==> src/rtl/legv8_pkg.sv <==
// Shared LEGv8 constants: instruction width, bubble encoding, opcodes and
// the default program image for the instruction ROM.
package legv8_pkg;

    localparam int INSTR_W = 32;
    localparam logic [INSTR_W-1:0] BUBBLE_INSTR = 32'h0;

    localparam logic [10:0] OP_LDUR = 11'b11111000010;
    localparam logic [10:0] OP_STUR = 11'b11111000000;
    localparam logic [7:0]  OP_CBZ  = 8'b10110100;

    localparam int IMEM_INIT_DEPTH = 64;

    // Default program; words beyond the listed ones are bubbles.
    localparam logic [INSTR_W-1:0] IMEM_INIT [IMEM_INIT_DEPTH] = '{
        0:  32'hF84AA022,
        1:  32'hF8554022,
        2:  32'hF80AA022,
        3:  32'hF8154022,
        4:  32'hB4000043,
        5:  32'hF8408064,
        6:  32'hF8010065,
        7:  32'hB4FFFF86,
        8:  32'h8B020021,
        9:  32'hCB030042,
        10: 32'h8A040063,
        11: 32'hAA050084,
        12: 32'hF84100A7,
        13: 32'hF80180E8,
        14: 32'hB4000109,
        15: 32'h17FFFFF1,
        default: BUBBLE_INSTR
    };

endpackage

==> src/rtl/fetch_ifid_imem.sv <==
// Word-addressed combinational instruction ROM, contents taken from
// legv8_pkg::IMEM_INIT; entries past the image read as bubbles.
module imem
    import legv8_pkg::*;
#(
    parameter int DEPTH = 64,
    parameter int AW    = $clog2(DEPTH)
) (
    input  logic [AW-1:0]      addr,
    output logic [INSTR_W-1:0] rd
);

    logic [INSTR_W-1:0] rom [DEPTH];

    for (genvar i = 0; i < DEPTH; i++) begin : g_rom
        if (i < IMEM_INIT_DEPTH) begin : g_init
            assign rom[i] = IMEM_INIT[i];
        end else begin : g_fill
            assign rom[i] = BUBBLE_INSTR;
        end
    end

    assign rd = rom[addr];

endmodule

==> src/rtl/fetch_ifid.sv <==
// LEGv8 fetch stage: PC register, next-PC selection, ROM read and the IF/ID
// pipeline register with load-use stall and branch flush handling.
module fetch_ifid
    import legv8_pkg::*;
#(
    parameter int          N          = 64,
    parameter int          IMEM_DEPTH = 64,
    parameter logic [N-1:0] RESET_PC  = '0
) (
    input  logic                clk,
    input  logic                reset,
    input  logic                stall_d,
    input  logic                pcsrc_e,
    input  logic [N-1:0]        pcbranch_e,
    output logic [N-1:0]        pc_f,
    output logic [INSTR_W-1:0]  instr_d,
    output logic [N-1:0]        pc_d,
    output logic                valid_d,
    output logic [31:0]         fetch_count
);

    localparam int AW = $clog2(IMEM_DEPTH);

    logic [INSTR_W-1:0] instr_f;
    logic [N-1:0]       pc_plus4_f;

    // Byte address bits [1:0] and everything above the ROM span are dropped,
    // so fetch wraps modulo IMEM_DEPTH*4.
    imem #(
        .DEPTH (IMEM_DEPTH),
        .AW    (AW)
    ) u_imem (
        .addr (pc_f[AW+1:2]),
        .rd   (instr_f)
    );

    assign pc_plus4_f = pc_f + N'(4);

    // ---- IF -> ID boundary ----
    // A taken branch outranks a stall: the stalled instruction is on the
    // wrong path anyway, so it is squashed rather than held.
    always_ff @(posedge clk or posedge reset) begin
        if (reset) begin
            pc_f        <= RESET_PC;
            instr_d     <= BUBBLE_INSTR;
            pc_d        <= '0;
            valid_d     <= 1'b0;
            fetch_count <= '0;
        end else if (pcsrc_e) begin
            pc_f        <= pcbranch_e;
            instr_d     <= BUBBLE_INSTR;
            pc_d        <= '0;
            valid_d     <= 1'b0;
        end else if (!stall_d) begin
            pc_f        <= pc_plus4_f;
            instr_d     <= instr_f;
            pc_d        <= pc_f;
            valid_d     <= 1'b1;
            fetch_count <= fetch_count + 32'd1;
        end
    end

endmodule

==> config.mk <==
export PLATFORM = sky130hd
export DESIGN_NAME = fetch_ifid
export DESIGN_NICKNAME = d
export VERILOG_FILES = /design/src/rtl/legv8_pkg.sv /design/src/rtl/fetch_ifid_imem.sv /design/src/rtl/fetch_ifid.sv
export SDC_FILE = /design/constraint.sdc
export NUM_CORES = 1
export LEC_CHECK = 0
export BUFFER_PORTS_ARGS = -buffer_cell sky130_fd_sc_hd__buf_2
export CORE_ASPECT_RATIO = 1.2
export CORE_UTILIZATION = 35
export DETAILED_ROUTE_END_ITERATION = 10
export SLEW_MARGIN = 0
export SYNTH_ARGS = -nofsm -noshare
export SYNTH_HDL_FRONTEND = slang
export SYNTH_SLANG_ARGS = --single-unit
==> constraint.sdc <==
create_clock -name clk -period 5.6 [get_ports clk]
set_clock_uncertainty 0.05 [all_clocks]
set_input_delay 0.28 -clock clk [delete_from_list [all_inputs] [get_ports clk]]
set_output_delay 0.28 -clock clk [all_outputs]
set_load 0.02 [all_outputs]
* Word level (Yosys, flattened, before mapping) *
Memories as Yosys holds them, arrays and structs flattened.
Index checks and enable logic that the tools add are counted.

operators by class
  $add $sub $neg = 2
  $mul = 0
  div/mod/pow operators = 0
  $lt $le $gt $ge = 1
  equal/unequal tests = 1
  shift-type cells = 0
  multiplexer cells = 10
  bitwise gates (word level) = 3
  reduce and logical (&&, ||, !) cells = 1

operators by type and width
  operator                                                                  count
  64-bit 2-to-1 mux                                                         4
  32-bit 2-to-1 mux                                                         4
  64-bit by 3-bit adder with 64-bit output (second input constant)          1
  32-bit by 1-bit adder with 32-bit output (second input constant)          1
  7-bit >= comparator (second input constant)                               1
  6-bit NOT with 7-bit output                                               1
  1-bit 2-to-1 mux                                                          2
  2-bit by 1-bit inequality test with 1-bit output (second input constant)  1
  1-bit NOT                                                                 2
  2-bit AND reduction                                                       1

storage, ports and cells
  flip-flop bits (word level) = 193
  bits in latches = 0
  bits in writable memories = 0
  ROM bits = 2048
  memories kept = 1

memory list
  name              depth  bits a word  rd ports  clocked after memory_dff  write ports  RTL line               text
  (name not given)  64     32           1         0                         0            fetch_ifid_imem.sv:23  assign rd = rom[addr];

* Longest topological paths before layout *
Gate-level depths: netlist of the first run.

  depth after elaboration = 6
  gate-level depth with buffers = 7
  gate-level depth less buffers = 6

* Hierarchy *
Synthesis of the first run repeated with hierarchy kept, for this count alone.

second synthesis, totals
  cells, all modules = 966
  area, all modules = 9735.6 µm²

modules (own cells, without submodules)
  module      instances  cells an instance  area an instance (µm²)  sequential area each (µm²)
  fetch_ifid  1          871                9076.2                  4829.6
  imem        1          95                 659.4                   0.0

* Worst setup path before layout of the first run *
OpenSTA, ideal clock, no wires.

  path type = register -> register
  from = register pc_f[2]
  to = register pc_f[48]
  library setup time = 124 ps
  arrival = 2219 ps
  data required time = 5426 ps
  slack = 3207 ps
  cell stages (with the launch flop) = 8
  path buffers = 1
  clock period less this slack = 2393 ps
  path through = dfrtp_1 -> ha_1 -> nand4b_1 -> nor4_2 -> buf_2 -> nand4_1 -> o31a_1 -> o31a_1

between the ends
  longest elaborated chain between the ends = 3

ends and longest elaborated chain
  item                                      RTL line          text
  from (decl)                               fetch_ifid.sv:15  output logic [N-1:0] pc_f,
  from (signal assigned)                    fetch_ifid.sv:50  pc_f <= pcbranch_e;
  from (signal assigned)                    fetch_ifid.sv:55  pc_f <= pc_plus4_f;
  64-bit by 3-bit adder with 64-bit output  fetch_ifid.sv:37  assign pc_plus4_f = pc_f + N'(4);
  64-bit 2-to-1 mux                         fetch_ifid.sv:54  end else if (!stall_d) begin
  64-bit 2-to-1 mux                         fetch_ifid.sv:49  end else if (pcsrc_e) begin

Every way passes these cells. The select of a mux whose other input is x is not followed.
A chain may end at the register's enable or synchronous reset.

* Worst setup path in the final report of the first run *
  from = register pc_f[5]
  to = register pc_f[49]

Same word-level chain as after synthesis.

==> impl_metrics.csv, run 1 <==
group,metric,value,unit
run_status,status,"finished, final reports clean",
synthesis,synth.net_count,973,
synthesis,yosysTopAreaCell,"dfrtp_1",
placed_design,gp_congestion,0.8234,
power_and_ir_drop,sw_frac_of_total,31.41,%
finish,fin_util,45.19,%
finish,fillers,2451,
die,io_pins,261,
die,core_area,25380,µm²
synthesis,ys.flop_type,"dfrtp_1",
worst_setup_path,slowest_stage,"dfrtp_1",
cts,insertion_delay,0.44,ns
grt,track_usage,18.95,%
die,die_area,26450,µm²
synthesis,synth_edf_count,0,
power_and_ir_drop,seqPwrFrac,46.7,%
power_and_ir_drop,p_leak,5.658,nW
synthesis,yosysWarnings,0,
worst_setup_path,reg2reg_depth,5,
drt,routed_via_density,5.067,
worst_setup_path,worst_ep_arrival_time,3.60,ns
drt,firstDrtPassIters,6,
drt,routed_wl,24.62,mm
worst_setup_path,r2r_end,"pc_f[49]",
worst_setup_path,cp_cell_sequence,"nand2_1, nor4_4, nand4_2, or4_1, a31oi_1",
power_and_ir_drop,clkPwrFrac,36.2,%
cts,clkTransAtPathRegs,0.07,ns
worst_setup_path,cp-endpoint,"pc_f[49]",
power_and_ir_drop,powerDensity,298.0,nW/µm²
placed_design,dpl_cell_area,10580,µm²
worst_setup_path,crit_required,5.90,ns
grt,grt_pass1_wl,39.13,mm
die,fp.dieH,178.0,µm
synthesis,synthTopCellsByArea,"dfrtp_1 (52%), mux2i_1 (7.8%), nor2_1 (4.0%)",
power_and_ir_drop,p_int,2.345,mW
drt,drcViolationCount,0,
sta,setup_violations,0,
drt,vias,7606,
grt,grt_max_degree,149,
cts,cts_tree,"built",
sta,maxSlewHeadroom,31.03,%
die,core.rowCount,64,
cts,cts_root_buffer,"clkbuf_16",
synthesis,synth_area,9031,µm²
sta,hold_violations,0,
worst_setup_path,crit_start,"pc_f[5]",
grt,grt_pass1_vias,7296,
finish,seqCellArea,4654,µm²
sta,rsz0062_at_grt,"no",
cts,cts.sink_count,186,
sta,tightest_slew,1.035,ns
synthesis,synth-seq-area-share,51.54,%
worst_setup_path,timing.rr.start,"pc_f[5]",
worst_setup_path,worstSetupStartpointType,"flop",
power_and_ir_drop,peakVddDrop,0.1951,mV
finish,area_growth,27.03,%
cts,h-tree-depth,4,
finish,drive_gt1_share,27.41,%
sta,fmax,303.7,MHz
synthesis,netlist.area_leader.share,51.54,%
worst_setup_path,rrSetupSlack,2.31,ns
power_and_ir_drop,pwr-share-comb,17.2,%
finish,nets,1237,
min_path,hold_class,"input port to flop",
synthesis,synthCells,894,
cts,ctsResizeCount,0,
synthesis,synth-async-reset-ratio,100.0,%
synthesis,ys_ff_latch,186,
sta,whs,0.02064,ns
worst_setup_path,cp-end-kind,"flop",
flow_run,drv_cap,0,
synthesis,postSynthAreaPerCell,10.10,µm²
synthesis,yosysMostFrequentCell,"dfrtp_1",
placed_design,numPortBuffers,260,
grt,antenna_found_initial,1,
placed_design,dp_hpwl,17.19,mm
sta,setup_ws,2.307,ns
worst_setup_path,critical_path_class,"flop to flop",
synthesis,yosys.cell_types.count,46,
worst_setup_path,worstPathMaxFanout,31,
drt,ant_nets,0,
grt,globalRouteOverflowTotal,0,
drt,drtIter0Drc,268,
sta,setup_tns,0,ns
die,die_x,148.6,µm
drt,wl_per_cell,16.40,µm
cts,clock_path_buffers,2,
die,start_util,35.58,%
placed_design,place_ws,2.305,ns
cts,cts_buffers,17,
power_and_ir_drop,power.switching,1.074,mW
finish,diodes,0,
sta,min_period,3.293,ns
sta,period_share,58.81,%
worst_setup_path,critPathMaxStageDelay,0.95,ns
finish,multiInputGateArea,4059,µm²
finish,final_cell_area,11470,µm²
sta,drv_slew,0,
synthesis,synthTopCellsByCount,"dfrtp_1 (186), nor2_1 (97), nand2_1 (94)",
-- worst min-delay path by stage --
| stage | slack (ns) | end | depth (start not counted) | startpoint |
|---|---|---|---|---|
| 2_1_floorplan | 0.35 | pc_f[47] | 2 | pcbranch_e[47] |
| 3_3_place_gp | 0.41 | fetch_count[31] | 1 | fetch_count[31] |
| 3_5_place_dp | 0.42 | instr_d[6] | 2 | instr_d[6] |
| 4_1_cts | 0.0008 | pc_f[40] | 3 | pcbranch_e[40] |
| 5_1_grt | 0.009 | pc_f[22] | 2 | pcbranch_e[22] |
| 6_report | 0.02 | pc_f[40] | 3 | pcbranch_e[40] |
-- kinds of logic (layout without fill, tap and decap cells) --
kind of cell | after synthesis | count (layout) | synth area share, %
DFF | 186 | 186 | 51.54
muxes | 75 | 75 | 8.382
AOI/OAI and AO/OA | 124 | 124 | 8.105
buffers and inverters | 72 | 349 | 3.519
and+or+nand+nor | 356 | 356 | 20.14
adders and majority gates | 11 | 11 | 1.524
xor gates and xnor gates | 70 | 70 | 6.789
-- critical path: cells and delay by family (launching register included) --
family	cells	cell delay, ns
DFF	1	0.95
AOI/OAI and AO/OA	1	0.16
and+or+nand+nor	4	2.04
-- layout make-up --
class / instances / area share (%)
well taps: 330 / 3.599
flip-flops and latches: 186 / 40.57
clock buffers: 19 / 3.861
clock inverters: 13 / 1.254
inverters: 16 / 0.5889
repair buffers: 301 / 14.75
multi-input cells: 636 / 35.38
-- power groups by stage --
stage	logic, mW	clock network (mW)	registers [mW]
6_report	0.586	1.24	1.60
4_1_cts	0.596	1.27	1.59
3_3_place_gp	0.569	0	1.62
5_1_grt	0.651	1.31	1.61
3_5_place_dp	0.577	0	1.62
2_1_floorplan	0.270	0	1.70
-- per-layer routing --
metal	part of all wire (%)	GRT usage, %	wire length (µm)
met4	1.7	5.971	412
met2	49	31.37	11940
met1	45	24.77	11010
met5	0.053	0	13
met3	5.0	3.702	1241
-- flip-flops by register name (all words and copies together), names as in the netlist --
| signal | count |
|---|---|
| fetch_count | 32 |
| instr_d | 25 |
| pc_d | 64 |
| pc_f | 64 |
| valid_d | 1 |
-- placed cells by master (no fill, tap or decap), types with 6 or more instances in the layout --
cell,synthesis,final
inv_1,16,15
nor4_1,6,6
nor2_1,97,97
nor3_1,12,12
ha_1,11,11
clkbuf_16,0,17
buf_4,9,12
and3_1,14,14
buf_2,5,258
dlygate4sd3_1,0,31
xnor2_1,34,34
xor2_1,36,36
mux2i_1,70,70
a31oi_1,15,15
dfrtp_1,186,186
a21oi_1,14,14
o21ai_0,69,69
nand4_1,41,41
and2_1,8,8
nand2_1,94,94
nand3_1,37,37
or3_1,16,16
-- through the flow --
| stage | total power, mW | instances |
|---|---|---|
| floorplan | 1.971 | 894 |
| global placement | 2.185 | 1438 |
| detailed placement | 2.197 | 1438 |
| CTS | 3.464 | 1501 |
| global route | 3.578 | 1501 |
| finish | 3.419 | 1501 |
-- repair_timing --
action / in CTS / in global routing
hold buffers: 31 / 0
setup buffers: 0 / 0
hold endpoints to repair: 31 / 0
Note: power is estimated with default switching activity, not from simulation.
==> run 2: changes to the inputs <==
==> constraint.sdc (replaced) <==
create_clock -name clk -period 3 [get_ports clk]
set_clock_uncertainty 0.05 [all_clocks]
set_input_delay 0.15 -clock clk [delete_from_list [all_inputs] [get_ports clk]]
set_output_delay 0.15 -clock clk [all_outputs]
set_load 0.02 [all_outputs]
==> run 2 against run 1 <==
  * Non-clock buffer count rose by 49
  * Clock power rose by 91%
  * Global-route usage rose by 0.85 points
  * Fmax up 24%
  * Flip-flop and latch count is the same
  * Largest cell class unchanged
  * First-iteration DRC count up 49%
==> impl_metrics.csv, run 2 (same netlist as run 1, synthesis figures left out) <==
group,metric,value,unit
run_status,status,"finished, final reports clean",
die,io_pins,261,
finish,diodes,0,
die,core_area,25380,µm²
die,start_util,35.58,%
finish,stdcell_count,1549,
die,core.rowCount,64,
drt,drcViolationCount,0,
sta,fmax,376.1,MHz
placed_design,numPortBuffers,260,
power_and_ir_drop,powerDensity,543.9,nW/µm²
power_and_ir_drop,p_int,4.515,mW
min_path,hold_path_depth,2,
drt,ant_nets,0,
finish,layout_common_cells,"buf_2 (258), dfrtp_1 (186), nor2_1 (97)",
worst_setup_path,cp-end-kind,"flop",
placed_design,gp_congestion,0.8659,
grt,globalRouteOverflowTotal,0,
finish,fillers,2405,
sta,hold_violations,0,
min_path,hold_path_end,"pc_d[26]",
cts,ctsResizeCount,0,
die,die_x,148.6,µm
sta,tightest_slew,1.089,ns
placed_design,dp_cells,1453,
worst_setup_path,worst_ep_arrival_time,2.96,ns
worst_setup_path,slowest_stage,"or4_1",
placed_design,dp_hpwl,18.05,mm
cts,cts.sink_count,186,
worst_setup_path,cp_cell_sequence,"nand4b_1, nor4_4, nand4_2, or4_1, a31oi_1",
sta,period_share,88.63,%
cts,clock_path_buffers,2,
cts,h-tree-depth,4,
worst_setup_path,reg2reg_depth,5,
grt,grt_pass1_wl,40.48,mm
worst_setup_path,critical_path_class,"flop to flop",
cts,cts_tree,"built",
finish,top_regs,"pc_d (64), pc_f (64), fetch_count (32)",
grt,antenna_found_initial,0,
power_and_ir_drop,seqPwrFrac,45.1,%
power_and_ir_drop,p_leak,5.895,nW
finish,drive_gt1_share,27.48,%
cts,cts_root_buffer,"clkbuf_16",
drt,firstDrtPassIters,5,
power_and_ir_drop,pwr-share-comb,18.6,%
grt,grt_max_degree,86,
sta,min_period,2.659,ns
worst_setup_path,timing.rr.start,"pc_f[2]",
worst_setup_path,crit_required,3.30,ns
drt,wl_per_cell,16.61,µm
sta,setup_violations,0,
flow_run,drv_cap,0,
drt,vias,7772,
cts,insertion_delay,0.44,ns
worst_setup_path,worstPathMaxFanout,14,
min_path,hold_class,"input port to flop",
cts,cts_buffers,17,
power_and_ir_drop,sw_frac_of_total,30.73,%
sta,whs,0.04451,ns
drt,routed_via_density,5.017,
min_path,holdCritStartpoint,"pcsrc_e",
finish,area_growth,32.67,%
drt,routed_wl,25.72,mm
worst_setup_path,critPathMaxStageDelay,0.62,ns
finish,multiInputGateArea,4059,µm²
sta,maxSlewHeadroom,27.26,%
worst_setup_path,rrSetupSlack,0.34,ns
die,fp.dieH,178.0,µm
drt,drtIter0Drc,400,
power_and_ir_drop,peakVddDrop,0.3777,mV
power_and_ir_drop,clkPwrFrac,36.3,%
finish,layout_commonest_cell,"buf_2",
sta,rsz0062_at_grt,"no",
die,die_area,26450,µm²
sta,setup_tns,0,ns
grt,grt_pass1_vias,7585,
sta,drv_slew,0,
grt,track_usage,19.80,%
cts,clkTransAtPathRegs,0.07,ns
power_and_ir_drop,power.switching,2.003,mW
finish,seqCellArea,4654,µm²
worst_setup_path,r2r_end,"pc_f[49]",
finish,nets,1286,
worst_setup_path,worstSetupStartpointType,"flop",
[run 2: cell type report]
type | instances | area share (%)
Timing Repair Buffer | 350 | 18.21
Sequential cell | 186 | 38.85
Inverter | 16 | 0.5326
Clock buffer | 19 | 3.697
Multi-Input combinational cell | 636 | 33.88
Tap cell | 330 | 3.446
Clock inverter | 12 | 1.389
[run 2: critical path, delay by kind of cell, from the launching register on]
kind             cells  cell delay [ns]
AO/OA/AOI/OAI        1             0.18
flip-flops           1             0.53
AND/OR/NAND/NOR      4             1.82
[run 2: worst max path at each step]
| stage | start | end |
|---|---|---|
| finish | pc_f[2] | pc_f[49] |
| global route | pc_f[2] | pc_f[49] |
| detailed placement | pc_f[2] | pc_f[49] |
| floorplan | reset | fetch_count[0] |
| global placement | pc_f[2] | pc_f[49] |
| CTS | pc_f[2] | pc_f[49] |
[run 2: power groups by stage]
stage	logic (mW)	clock network (mW)	registers, mW
after floorplan	0.504	0	3.18
after global placement	1.15	0	2.97
after detailed placement	1.15	0	2.98
after CTS	1.23	2.44	2.94
after global routing	1.33	2.54	2.97
final	1.21	2.37	2.94
[run 2: layer usage]
metal	GRT usage (%)	up-vias	wire length (µm)
met1	25.63	3777	11420
li1	-	3755	-
met5	0	-	0
met4	6.100	0	377
met2	32.90	215	12640
met3	4.165	25	1287
[run 2: timing repair]
action,in CTS,in global routing
buffers inserted,0,0
endpoints found under the hold margin,95,0
hold buffers,65,0
[run 2: stage by stage]
stage / instance area, µm² / worst slack (ns) / utilization, % / power (mW)
5_1_grt: 11980 / 0.1053 / 47.20 / 6.839
2_1_floorplan: 9035 / 0.4075 / - / 3.680
3_3_place_gp: 10720 / 0.3713 / 42.24 / 4.121
4_1_cts: 11980 / 0.2957 / 47.20 / 6.604
3_5_place_dp: 10720 / 0.3099 / 42.24 / 4.137
6_report: 11980 / 0.3411 / 47.20 / 6.517
